<file path="config.mk">
export PLATFORM = sky130hd
export DESIGN_NAME = bios_fetch_stage
export DESIGN_NICKNAME = d
export VERILOG_FILES = /design/src/rtl/bios_fetch_pkg.sv /design/src/rtl/fetch_skid_fifo.sv /design/src/rtl/bios_fetch_stage.sv
export SDC_FILE = /design/constraint.sdc
export NUM_CORES = 1
export LEC_CHECK = 0
export BUFFER_PORTS_ARGS = -buffer_cell sky130_fd_sc_hd__buf_2
export CORE_MARGIN = 1
export CORE_UTILIZATION = 25
export DETAILED_ROUTE_END_ITERATION = 10
export GPL_TIMING_DRIVEN = 0
export PLACE_DENSITY = 0.39
export SLEW_MARGIN = 20
export SYNTH_ARGS = -nofsm -noshare
export SYNTH_HDL_FRONTEND = slang
export SYNTH_HIERARCHICAL = 1
export SYNTH_SLANG_ARGS = --single-unit
</file>
<file path="constraint.sdc">
create_clock -name clk -period 7.03 [get_ports clk]
set_clock_uncertainty 0.05 [all_clocks]
set_input_delay 1.406 -clock clk [delete_from_list [all_inputs] [get_ports clk]]
set_output_delay 1.406 -clock clk [all_outputs]
set_load 0.05 [all_outputs]
</file>
<file path="src/rtl/bios_fetch_pkg.sv">
// bios_fetch_pkg: shared constants and output-buffer entry type for the BIOS fetch stage.
package bios_fetch_pkg;
  localparam int ADDR_W = 12;
  localparam logic [31:0] RESET_PC = 32'h4000_0000;
  localparam logic [31:0] NOP_INST = 32'h0000_0013;
  typedef struct packed {
    logic [31:0] pc;
    logic [31:0] inst;
`ifdef BIOS_FETCH_FAULT_EN
    logic        fault;
`endif
  } fetch_entry_t;
endpackage

</file>
<file path="src/rtl/fetch_skid_fifo.sv">
// fetch_skid_fifo: DEPTH-entry register FIFO holding fetched words until decode accepts them.
module fetch_skid_fifo
  import bios_fetch_pkg::*;
#(
  parameter int DEPTH = 2
) (
  input  logic                         clk,
  input  logic                         rst,
  input  logic                         push_i,
  input  logic                         pop_i,
  input  logic                         flush_i,
  input  fetch_entry_t                 din_i,
  output fetch_entry_t                 dout_o,
  output logic                         valid_o,
  output logic [$clog2(DEPTH+1)-1:0]   count_o
);
  localparam int PW = DEPTH > 1 ? $clog2(DEPTH) : 1;
  localparam int CW = $clog2(DEPTH + 1);
  fetch_entry_t mem_q [DEPTH];
  logic [PW-1:0] rd_q, wr_q;
  logic [CW-1:0] cnt_q;
  function automatic logic [PW-1:0] nxt(input logic [PW-1:0] p);
    return p == PW'(DEPTH - 1) ? '0 : p + 1'b1;
  endfunction
  always_ff @(posedge clk or posedge rst)
    if (rst) begin
      rd_q <= '0;
      wr_q <= '0;
      cnt_q <= '0;
      for (int i = 0; i < DEPTH; i++) mem_q[i] <= '0;
    end else if (flush_i) begin
      rd_q <= '0;
      wr_q <= '0;
      cnt_q <= '0;
    end else begin
      assert (!(push_i && cnt_q == CW'(DEPTH)));
      if (push_i) begin
        mem_q[wr_q] <= din_i;
        wr_q <= nxt(wr_q);
      end
      if (pop_i) rd_q <= nxt(rd_q);
      cnt_q <= cnt_q + CW'(push_i) - CW'(pop_i);
    end
  assign dout_o = mem_q[rd_q];
  assign valid_o = cnt_q != '0;
  assign count_o = cnt_q;
endmodule

</file>
<file path="src/rtl/bios_fetch_stage.sv">
// bios_fetch_stage: BIOS ROM instruction fetch with a PC-tagged output buffer.
// BIOS_FETCH_FAULT_EN: PCs outside the BIOS window yield a faulting NOP instead of a ROM read.
module bios_fetch_stage #(
  parameter int          ADDR_W   = bios_fetch_pkg::ADDR_W,
  parameter logic [31:0] RESET_PC = bios_fetch_pkg::RESET_PC,
  parameter int          DEPTH    = 2
) (
  input  logic              clk,
  input  logic              rst,
  input  logic              redirect_valid,
  input  logic [31:0]       redirect_pc,
  input  logic              out_ready,
  output logic              out_valid,
  output logic [31:0]       out_inst,
  output logic [31:0]       out_pc,
`ifdef BIOS_FETCH_FAULT_EN
  output logic              out_fault,
`endif
  output logic              mem_en,
  output logic [ADDR_W-1:0] mem_addr,
  input  logic [31:0]       mem_dout
);
  localparam int CW = $clog2(DEPTH + 1);
  bios_fetch_pkg::fetch_entry_t push_e, head;
  logic [31:0] pc_q, pc_d, tag_q;
  logic inflight_q, issue, pop, push, in_win;
  logic [CW-1:0] count;
`ifdef BIOS_FETCH_FAULT_EN
  logic fault_q;
  assign in_win = pc_q[31:ADDR_W+2] == RESET_PC[31:ADDR_W+2];
  assign push_e = '{pc: tag_q, inst: fault_q ? bios_fetch_pkg::NOP_INST : mem_dout, fault: fault_q};
  assign out_fault = head.fault;
  always_ff @(posedge clk or posedge rst)
    if (rst) fault_q <= 1'b0;
    else if (issue) fault_q <= ~in_win;
`else
  assign in_win = 1'b1;
  assign push_e = '{pc: tag_q, inst: mem_dout};
`endif
  assign pop = out_valid & out_ready;
  // A slot is claimed at issue time, so buffered + in-flight can never exceed DEPTH
  assign issue = ~rst & ~redirect_valid & (32'(count) + 32'(inflight_q) < 32'(DEPTH) + 32'(pop));
  assign push = inflight_q & ~redirect_valid;
  assign mem_en = issue & in_win;
  assign mem_addr = pc_q[ADDR_W+1:2];
  assign pc_d = redirect_valid ? redirect_pc & ~32'h3 : pc_q + (issue ? 32'd4 : 32'd0);
  always_ff @(posedge clk or posedge rst)
    if (rst) begin
      pc_q <= RESET_PC;
      tag_q <= '0;
      inflight_q <= 1'b0;
    end else begin
      pc_q <= pc_d;
      inflight_q <= issue;
      if (issue) tag_q <= pc_q;
    end
  fetch_skid_fifo #(.DEPTH(DEPTH)) u_fifo (
    .clk(clk),
    .rst(rst),
    .push_i(push),
    .pop_i(pop),
    .flush_i(redirect_valid),
    .din_i(push_e),
    .dout_o(head),
    .valid_o(out_valid),
    .count_o(count)
  );
  assign out_inst = head.inst;
  assign out_pc = head.pc;
endmodule

</file>
==> results by group <==
Outcome
  – Status: complete, but fails checks
  – Failing checks: DRC

Global route
  – Total gr overflow: 0
  – Gr usage total: 12.9%
  – Largest net degree at the start of global routing: 70
  – Vias in the first global route: 5,720
  – Global-route wire length before repair: 35.5 mm
  – Initial antenna violation count: 0

Synth
  – Syn Inst Count: 642
  – Ys flop type: dfrtp_1
  – Synth unique cells: 43
  – Yosys warnings: 6
  – Synth Cell Area: 9110 sq um
  – Yosys reg bits: 193
  – Post-synth EDFFs: 0
  – Syn Area/Cell: 14.2 sq um
  – Post-synthesis sequential area ratio: 53.0%
  – Post-synth ARST share: 100%

Timing
  – Minimum clock period: 4550 ps
  – Final hold violations: 0
  – Final count of negative-setup-slack endpoints: 0
  – Worst Tran Pin Value: 621 ps
  – RSZ-0062 raised after global routing: no
  – Max Slew Vio Count: 0
  – Slew headroom: 58.2%
  – Final Cycle Share: 64.8%
  – Worst hold margin: 441 ps
  – Max Freq: 0.220 GHz

Route
  – DRC: 14
  – Iter 0 DRT Violations: 195
  – Pre-Repair DR Iteration Count: 11
  – Final ANT Viol Nets: 0
  – Vias: 5,524
  – Post-DR vias/cell: 4.31
  – Mean routed wirelength per cell: 18.3 um
  – WL final: 23.4 mm

CTS
  – Sinks on Clock Net: 193
  – Post-CTS repair timing setup buffer count: 0
  – # resized after CTS: 0
  – # hold bufs at CTS: 0
  – Clock-pin slew on the worst setup and hold paths: 70 ps
  – CTS tree: done
  – Root buffer cell: clkbuf_16
  – H-tree levels: 4
  – Skew-Pair Late Insertion Delay: 440 ps
  – Cts bufs inserted: 17
  – Buffer levels on the longest clock path: 2

Job
  – Max-cap viol count: 0

Worst setup path
  – CP Launch Point: out_ready
  – Reg2reg start: u_fifo/count_o[0]$_DFF_PP0_
  – Critical Path End: mem_en
  – CP Class: in -> out
  – Arr. time, crit path: 3100 ps
  – Critical R2R Capture: pc_q[25]$_DFF_PP0_
  – R2R setup slack: 3360 ps
  – CP endpoint kind: primary output
  – Worst path required time: 5570 ps
  – Max Fanout on Critical Path: 13
  – R2R cell count: 11
  – Worst setup SP type: input pin

Cells and area
  – Util after Layout: 31.0%
  – Antenna diode count: 0
  – Most frequent cells in the layout: dfrtp_1, mux2_2, buf_2
  – # fillers: 3,685
  – Most common cell after layout, fill and taps aside: dfrtp_1
  – Nets: 883
  – Layout area overhead: 21.6%
  – Share of cells above drive strength 1: 53.8%

Floorplanning
  – Chip height: 193 um
  – Core area: 35,700 sq um
  – Initial Utilization: 25.5%
  – Row Count: 69
  – Chip Width: 193 um
  – DIE AREA: 37,200 sq um
  – IO Pins: 146

Power
  – VDD IR max: 0.160 mV
  – Power per cell area: 449 nW/um^2
  – Static leakage: 5.14 nW

Place
  – GPL Wtd Cong: 0.715
  – DP HPWL: 16.5 mm
  – Port buffer count: 143

Hold path
  – Worst hold-check path type: reg -> reg
  – Hold path cells: 1
report_power, final:
part / internal [mW] / switching (mW) / total (mW)
Combinational: 0.799 / 1.39 / 2.19
Sequential: 1.49 / 0.255 / 1.75
Clock: 0.591 / 0.442 / 1.03
Total: 2.88 / 2.09 / 4.97
worst min path at each step:
| stage | startpoint | to | slack [ps] |
|---|---|---|---|
| after floorplan | u_fifo/mem_q[118]$_DFFE_PP0P_ | u_fifo/mem_q[118]$_DFFE_PP0P_ | 400 |
| after global placement | u_fifo/mem_q[120]$_DFFE_PP0P_ | u_fifo/mem_q[120]$_DFFE_PP0P_ | 420 |
| after detailed placement | u_fifo/mem_q[120]$_DFFE_PP0P_ | u_fifo/mem_q[120]$_DFFE_PP0P_ | 430 |
| after CTS | u_fifo/mem_q[120]$_DFFE_PP0P_ | u_fifo/mem_q[120]$_DFFE_PP0P_ | 450 |
| after global routing | u_fifo/mem_q[119]$_DFFE_PP0P_ | u_fifo/mem_q[119]$_DFFE_PP0P_ | 460 |
| final | u_fifo/mem_q[120]$_DFFE_PP0P_ | u_fifo/mem_q[120]$_DFFE_PP0P_ | 440 |
cell type report:
cell class,count,area [sq um],area share [%]
buffer,48,410,3.70
clock buffer,24,482,4.35
clock inverter,8,126,1.14
inverter,10,47.5,0.429
multi-input combinational,394,3850,34.7
sequential,193,4830,43.6
tap,461,577,5.20
timing repair buffer,145,763,6.89
cells in the mapped netlist, types with 2 or more instances:
| cell | instances | area [sq um] |
|---|---|---|
| or3_1 | 4 | 25.0 |
| buf_2 | 10 | 50.1 |
| nand3_1 | 8 | 40.0 |
| nand3b_1 | 2 | 15.0 |
| and3_1 | 2 | 12.5 |
| nand4_1 | 8 | 50.1 |
| inv_1 | 10 | 37.5 |
| mux2_1 | 5 | 56.3 |
| ha_1 | 6 | 75.1 |
| o21ai_0 | 17 | 85.1 |
| o31ai_1 | 11 | 82.6 |
| mux2_2 | 158 | 1780 |
| nand2_1 | 21 | 78.8 |
| buf_4 | 12 | 90.1 |
| nor2_1 | 19 | 71.3 |
| and4_1 | 3 | 26.3 |
| dfrtp_1 | 192 | 4800 |
| a31oi_1 | 15 | 93.8 |
| or4_1 | 12 | 90.1 |
| and2_1 | 5 | 31.3 |
| buf_6 | 10 | 113 |
| mux2_4 | 60 | 901 |
| nor4_1 | 4 | 25.0 |
| or2_2 | 2 | 12.5 |
| xnor2_1 | 10 | 87.6 |
| xor2_1 | 5 | 43.8 |
| clkbuf_1 | 10 | 37.5 |
| buf_12 | 6 | 120 |
metrics by stage:
step	instance area [sq um]	cells	worst slack [ps]	power, mW	TNS, ps
after floorplan	9130	645	2050	3.44	0
after global placement	10400	1249	-385	3.98	-47930
after detailed placement	10500	1251	2340	4.00	0
after CTS	11100	1283	2410	5.07	0
after global routing	11100	1283	2350	5.26	0
final	11100	1283	2480	4.97	0
worst max-delay path: stages:
cell	delay, ps
buf_2	90
and2_1	210
nand2b_1	90
a2111oi_2	530
buf_2	420
buf_2	340
kinds of logic after synthesis:
family / count (synthesis) / share of synthesized area, %
AO/OA/AOI/OAI: 45 / 3.12
AND/OR/NAND/NOR: 100 / 6.38
multiplexers: 223 / 30.0
flip-flops: 193 / 53.0
XOR/XNOR: 16 / 1.69
adder cells (fa/ha/maj): 6 / 0.824
buffers and inverters: 58 / 4.92
other: 1 / 0.0411
sequential cells by signal, indices dropped and copies added (netlist names):
signal,flops
inflight_q,1
pc_q,30
tag_q,30
u_fifo/count_o,2
u_fifo/mem_q,128
u_fifo/rd_q,1
u_fifo/wr_q,1
routing by layer:
metal / track usage (%) / share of wire (%)
met4: 3.06 / 0.73
met2: 19.3 / 44
met5: 0 / 0
met1: 18.9 / 50
met3: 2.71 / 5.3
Power figures use the tool's default switching activity.
